<file path="config.mk">
export PLATFORM = sky130hd
export DESIGN_NAME = winograd_acc
export DESIGN_NICKNAME = d
export VERILOG_FILES = /design/src/rtl/winograd_pkg.sv /design/src/rtl/winograd_sat_add.sv /design/src/rtl/winograd_acc.sv
export SDC_FILE = /design/constraint.sdc
export NUM_CORES = 1
export LEC_CHECK = 0
export CORE_UTILIZATION = 50
export CTS_BUF_LIST = sky130_fd_sc_hd__clkbuf_16
export CTS_CLUSTER_SIZE = 25
export DETAILED_ROUTE_END_ITERATION = 6
export PLACE_DENSITY = 0.77
export SYNTH_ARGS = -nofsm -noshare
export SYNTH_HDL_FRONTEND = slang
export SYNTH_SLANG_ARGS = --single-unit
export TNS_END_PERCENT = 100
</file>
<file path="constraint.sdc">
create_clock -name clk_i -period 5.5 [get_ports clk_i]
set_input_delay 1.375 -clock clk_i [delete_from_list [all_inputs] [get_ports clk_i]]
set_output_delay 1.375 -clock clk_i [all_outputs]
set_load 0.1 [all_outputs]
</file>
<file path="src/rtl/winograd_pkg.sv">
// Shared types and default widths for the Winograd dot-product accumulator.
package winograd_pkg;
  localparam int DEF_PART_SIZE = 21;
  localparam int DEF_CORR_SIZE = 24;
  localparam int DEF_ACC_SIZE  = 32;
  localparam int BEAT_W        = 16;

  typedef enum logic [1:0] {ACCUM, CORRECT, OUTPUT} state_e;
endpackage

</file>
<file path="src/rtl/winograd_sat_add.sv">
// Signed W+1-bit add with overflow detect; clamps to W bits when WINOGRAD_ACC_SAT_EN is defined.
module winograd_sat_add #(
  parameter int W = 32
) (
  input  logic signed [W:0]   a,
  input  logic signed [W:0]   b,
  output logic signed [W-1:0] sum,
  output logic                ovf
);
  logic signed [W:0] full;

  assign full = a + b;
  assign ovf  = full[W] != full[W-1];

`ifdef WINOGRAD_ACC_SAT_EN
  // Sign of the true sum lives in the extra top bit.
  assign sum = !ovf   ? full[W-1:0] :
               full[W] ? {1'b1, {(W-1){1'b0}}} : {1'b0, {(W-1){1'b1}}};
`else
  assign sum = full[W-1:0];
`endif
endmodule

</file>
<file path="src/rtl/winograd_acc.sv">
// Accumulates Winograd partial sums over a dot product, subtracts row/column corrections.
// Build option: WINOGRAD_ACC_SAT_EN clamps on overflow instead of wrapping.
module winograd_acc
  import winograd_pkg::*;
#(
  parameter int PART_SIZE = DEF_PART_SIZE,
  parameter int CORR_SIZE = DEF_CORR_SIZE,
  parameter int ACC_SIZE  = DEF_ACC_SIZE
) (
  input  logic                       clk_i,
  input  logic                       rst_ni,
  input  logic                       valid_i,
  output logic                       ready_o,
  input  logic                       last_i,
  input  logic [1:0][PART_SIZE-1:0]  part_i,
  input  logic [CORR_SIZE-1:0]       row_corr_i,
  input  logic [CORR_SIZE-1:0]       col_corr_i,
  output logic                       valid_o,
  input  logic                       ready_i,
  output logic [ACC_SIZE-1:0]        result_o,
  output logic [BEAT_W-1:0]          beats_o,
  output logic                       ovf_o
);
  localparam int AW = ACC_SIZE + 1;

  state_e                state, state_nxt;
  logic [ACC_SIZE-1:0]   acc, sum;
  logic [BEAT_W-1:0]     cnt;
  logic                  ovf_acc, ovf;
  logic [CORR_SIZE-1:0]  row_r, col_r;
  logic signed [AW-1:0]  p0x, p1x, rowx, colx, op_a, op_b;

  assign p0x  = {{(AW-PART_SIZE){part_i[0][PART_SIZE-1]}}, part_i[0]};
  assign p1x  = {{(AW-PART_SIZE){part_i[1][PART_SIZE-1]}}, part_i[1]};
  assign rowx = {{(AW-CORR_SIZE){row_r[CORR_SIZE-1]}}, row_r};
  assign colx = {{(AW-CORR_SIZE){col_r[CORR_SIZE-1]}}, col_r};
  assign op_a = {acc[ACC_SIZE-1], acc};
  // Pair sum and correction sum each fit ACC_SIZE bits, so one adder serves both phases.
  assign op_b = (state == CORRECT) ? -(rowx + colx) : (p0x + p1x);

  winograd_sat_add #(.W(ACC_SIZE)) u_add (
    .a   (op_a),
    .b   (op_b),
    .sum (sum),
    .ovf (ovf)
  );

  assign ready_o = (state == ACCUM);

  always_ff @(posedge clk_i or negedge rst_ni) begin
    if (!rst_ni) state <= ACCUM;
    else         state <= state_nxt;
  end

  always_comb begin
    state_nxt = state;
    case (state)
      ACCUM:   if (valid_i && last_i) state_nxt = CORRECT;
      CORRECT: state_nxt = OUTPUT;
      OUTPUT:  if (ready_i) state_nxt = ACCUM;
      default: state_nxt = ACCUM;
    endcase
  end

  always_ff @(posedge clk_i or negedge rst_ni) begin
    if (!rst_ni) begin
      acc      <= '0;
      cnt      <= '0;
      ovf_acc  <= 1'b0;
      row_r    <= '0;
      col_r    <= '0;
      result_o <= '0;
      beats_o  <= '0;
      ovf_o    <= 1'b0;
      valid_o  <= 1'b0;
    end else begin
      case (state)
        ACCUM: if (valid_i) begin
          acc     <= sum;
          ovf_acc <= ovf_acc | ovf;
          if (cnt != '1) cnt <= cnt + 1'b1;
          if (last_i) begin
            row_r <= row_corr_i;
            col_r <= col_corr_i;
          end
        end
        CORRECT: begin
          result_o <= sum;
          beats_o  <= cnt;
          ovf_o    <= ovf_acc | ovf;
          valid_o  <= 1'b1;
        end
        OUTPUT: if (ready_i) begin
          valid_o <= 1'b0;
          acc     <= '0;
          cnt     <= '0;
          ovf_acc <= 1'b0;
        end
        default: ;
      endcase
    end
  end
endmodule
</file>
==> impl_metrics.csv <==
group,metric,value,unit
outcome,outcome,"complete, but fails checks",
outcome,violations,"setup timing",
clock_tree,clkSinkCount,149,
setup_path,r2r_setup_slack,0.15,ns
detailed_routing,wire_per_inst,15.97,µm
setup_path,end_kind,"flop",
cells_and_area,multiInputGateArea,6087,µm²
timing,fin_crit,5.523,ns
cells_and_area,fillers,1489,
floorplanning,io_pins,146,
placed_design,gp_routability_congestion,0.9250,
clock_tree,path_clk_slew,0.06,ns
timing,fin_crit_sh,100.4,%
clock_tree,cts_tree,"yes",
logic_synthesis,syn-num-nets,1367,
setup_path,crit_path_start_kind,"input pin",
setup_path,critPathMaxStageDelay,0.45,ns
detailed_routing,vias_per_cell,5.526,
setup_path,path_class,"input pin to flop",
global_routing,antenna_found_initial,0,
cells_and_area,area_growth,36.04,%
floorplanning,die_y,143.1,µm
detailed_routing,wirelength,27150,µm
setup_path,critPathArrivalTime,5.83,ns
timing,finalMaxSlewViolations,0,
detailed_routing,vias,9395,
job,cap_viol_max_count,0,
timing,setup_violations,1,
cells_and_area,mostFrequentLayoutCell,"nand2_1",
global_routing,overflow,0,
floorplanning,initial_core_util,51.15,%
cells_and_area,regArea,3729,µm²
global_routing,grt_pass1_wl,43420,µm
min_path,min_path_type,"flop to flop",
logic_synthesis,async_reset_ff_share,100.0,%
cells_and_area,postLayoutCoreUtil,69.58,%
logic_synthesis,synth_ff_type,"dfrtp_1",
timing,fmax,181.0,MHz
logic_synthesis,synth.distinct_cells,64,
timing,whs,0.4713,ns
logic_synthesis,synth-seq-area-share,37.46,%
timing,grt_setup_unrepaired,"yes",
clock_tree,tritoncts.num_buffers,17,
setup_path,cp_slowest_cell,"clkdlybuf4s50_1",
floorplanning,row_count,51,
logic_synthesis,synth_seq_cells,149,
cells_and_area,num_antenna_cells,0,
power,ir_worst_vdd,0.5131,mV
clock_tree,clk_root_buffer_cell,"clkbuf_16",
cells_and_area,drive_gt1_share,15.75,%
logic_synthesis,synth.area.top_cells,"dfrtp_1 37%, ha_1 13%, nand2_1 8.4%",
global_routing,grt_start_max_net_pins,77,
clock_tree,holdBufCountCts,0,
placed_design,io_buffers,145,
timing,worst_pin_slew,1.033,ns
timing,hold_violations,0,
setup_path,critPathMaxFanout,4,
detailed_routing,ant_nets,0,
floorplanning,fp.dieArea,20480,µm²
power,total_leakage_power,6.482,nW
detailed_routing,drcViolationCount,0,
clock_tree,clk_latency,0.43,ns
timing,finClkSkew,0.008770,ns
cells_and_area,nets,1625,
placed_design,hpwl,19670,µm
logic_synthesis,syn_area,9955,µm²
global_routing,grt_pass1_vias,9216,
global_routing,grtUsageTotal,26.98,%
cells_and_area,layout_common_cells,"222 x nand2_1, 149 x dfrtp_1, 132 x clkdlybuf4s50_1, 132 x buf_4, 100 x o21ai_0",
logic_synthesis,synth_area_leader_cell,"dfrtp_1",
timing,worst_slack,-0.02348,ns
power,cellPowerDensity,613.5,nW/µm²
detailed_routing,drtIter0Drc,574,
logic_synthesis,synth_area_per_cell,8.537,µm²
logic_synthesis,synth_warnings,0,
detailed_routing,dr.pass1.iters,5,
logic_synthesis,synthDominantCellAreaShare,37.46,%
timing,maxSlewHeadroom,30.95,%
clock_tree,cts_max_level,4,
setup_path,required,5.81,ns
floorplanning,coreArea,19460,µm²
logic_synthesis,synth-edff-count,0,
logic_synthesis,synth_cells,1166,
setup_path,crit_chain,"clkdlybuf4s50_1 > ha_1 > and3_1 > and3_1 > a22oi_2 > and3_1 > o31a_1 > nor2_1 > a21oi_1 > o31a_1 > o21a_1 > ha_4 > a21o_1 > buf_4 > a311oi_2 > o31a_1 > a211oi_2 > nor3_2 > buf_4 > o22ai_1 > a211o_1 > o311a_1",
clock_tree,ctsLongestPathBuffers,2,
floorplanning,die-width,143.1,µm
==> power by group <==
| part | switching [mW] | leakage [nW] | internal, mW | total, mW |
|---|---|---|---|---|
| Sequential | 0.218 | 1.88 | 1.45 | 1.67 |
| Combinational | 3.23 | 4.31 | 2.17 | 5.40 |
| Clock | 0.487 | 0.293 | 0.754 | 1.24 |
| Total | 3.94 | 6.48 | 4.37 | 8.31 |
==> cells by family after synthesis <==
family                   count (synthesis)  synth area share [%]
multiplexers                             3                0.3268
AND/OR/NAND/NOR                        388                 17.21
flip-flops                             149                 37.46
AO/OA/AOI/OAI                          331                 20.81
XOR/XNOR                                70                 6.159
adder cells (fa/ha/maj)                106                 13.55
buffers and inverters                  119                 4.487
==> metrics by stage <==
step	total power, mW	setup TNS [ns]	instances	area, µm²	worst slack, ns
floorplan	5.206	-0.1314	1166	10030	-0.1314
detailed placement	6.818	-16.56	1663	12630	-0.9336
finish	8.308	-0.02348	1700	13540	-0.02348
CTS	8.180	0	1694	13340	0.004045
global route	8.853	-0.5534	1700	13540	-0.2087
global placement	6.700	-12.24	1663	12630	-0.7645
==> per-layer routing <==
metal / routed length [µm] / vias to the layer above / global-route usage [%]
met5: 0 / - / 0
met1: 11570 / 4486 / 33.55
li1: - / 4562 / -
met4: 1041 / 0 / 12.22
met2: 13450 / 273 / 45.96
met3: 1080 / 74 / 4.259
==> Yosys cell counts, types with 16 or more instances <==
master,instances
nand2_1,222
inv_1,79
dfrtp_1,149
ha_1,103
a21o_1,29
clkbuf_1,31
nand3_1,22
o21ai_0,112
a21oi_1,74
a22o_1,19
xor2_1,26
and3_1,16
xnor2_1,44
nand2b_1,17
nor2_1,55
==> worst paths after layout <==
kind	from	endpoint	depth (start not counted)
worst min register to register	beats_o[1]$_DFFE_PN0P_	beats_o[1]$_DFFE_PN0P_	2
min in group asynchronous	rst_ni	acc[30]$_DFFE_PN0P_	1
max in group asynchronous	rst_ni	row_r[5]$_DFFE_PN0P_	2
worst max-delay path	part_i[10]	ovf_o$_DFFE_PN0P_	22
worst max register to register	row_r[1]$_DFFE_PN0P_	ovf_o$_DFFE_PN0P_	28
worst min-delay path	beats_o[1]$_DFFE_PN0P_	beats_o[1]$_DFFE_PN0P_	2
==> worst max-delay path, delay by kind of cell <==
| kind | cells | cell delay, ns |
|---|---|---|
| fa+ha+maj | 2 | 0.59 |
| buf+inv | 3 | 0.75 |
| simple gates | 5 | 0.91 |
| compound gates | 12 | 2.20 |
==> layout make-up <==
| class | count | area share (%) |
|---|---|---|
| clock inverters | 13 | 1.349 |
| inverters | 79 | 2.190 |
| well taps | 265 | 2.448 |
| clock buffers | 17 | 3.141 |
| multi-input cells | 898 | 44.95 |
| repair buffers | 279 | 18.39 |
| flip-flops and latches | 149 | 27.53 |
==> registers in the layout, indices dropped and copies added (netlist names) <==
register / count
row_r: 24
cnt: 16
state: 2
acc: 32
valid_o: 1
ovf_acc: 1
col_r: 24
result_o: 32
beats_o: 16
ovf_o: 1
==> repair_timing <==
item / in CTS / in global routing
setup buffers: 1 / 7
gates resized for setup: 32 / 46
pin swaps: 16 / 18
setup endpoints to repair: 20 / 20
Note: power is estimated with default switching activity, not from simulation.
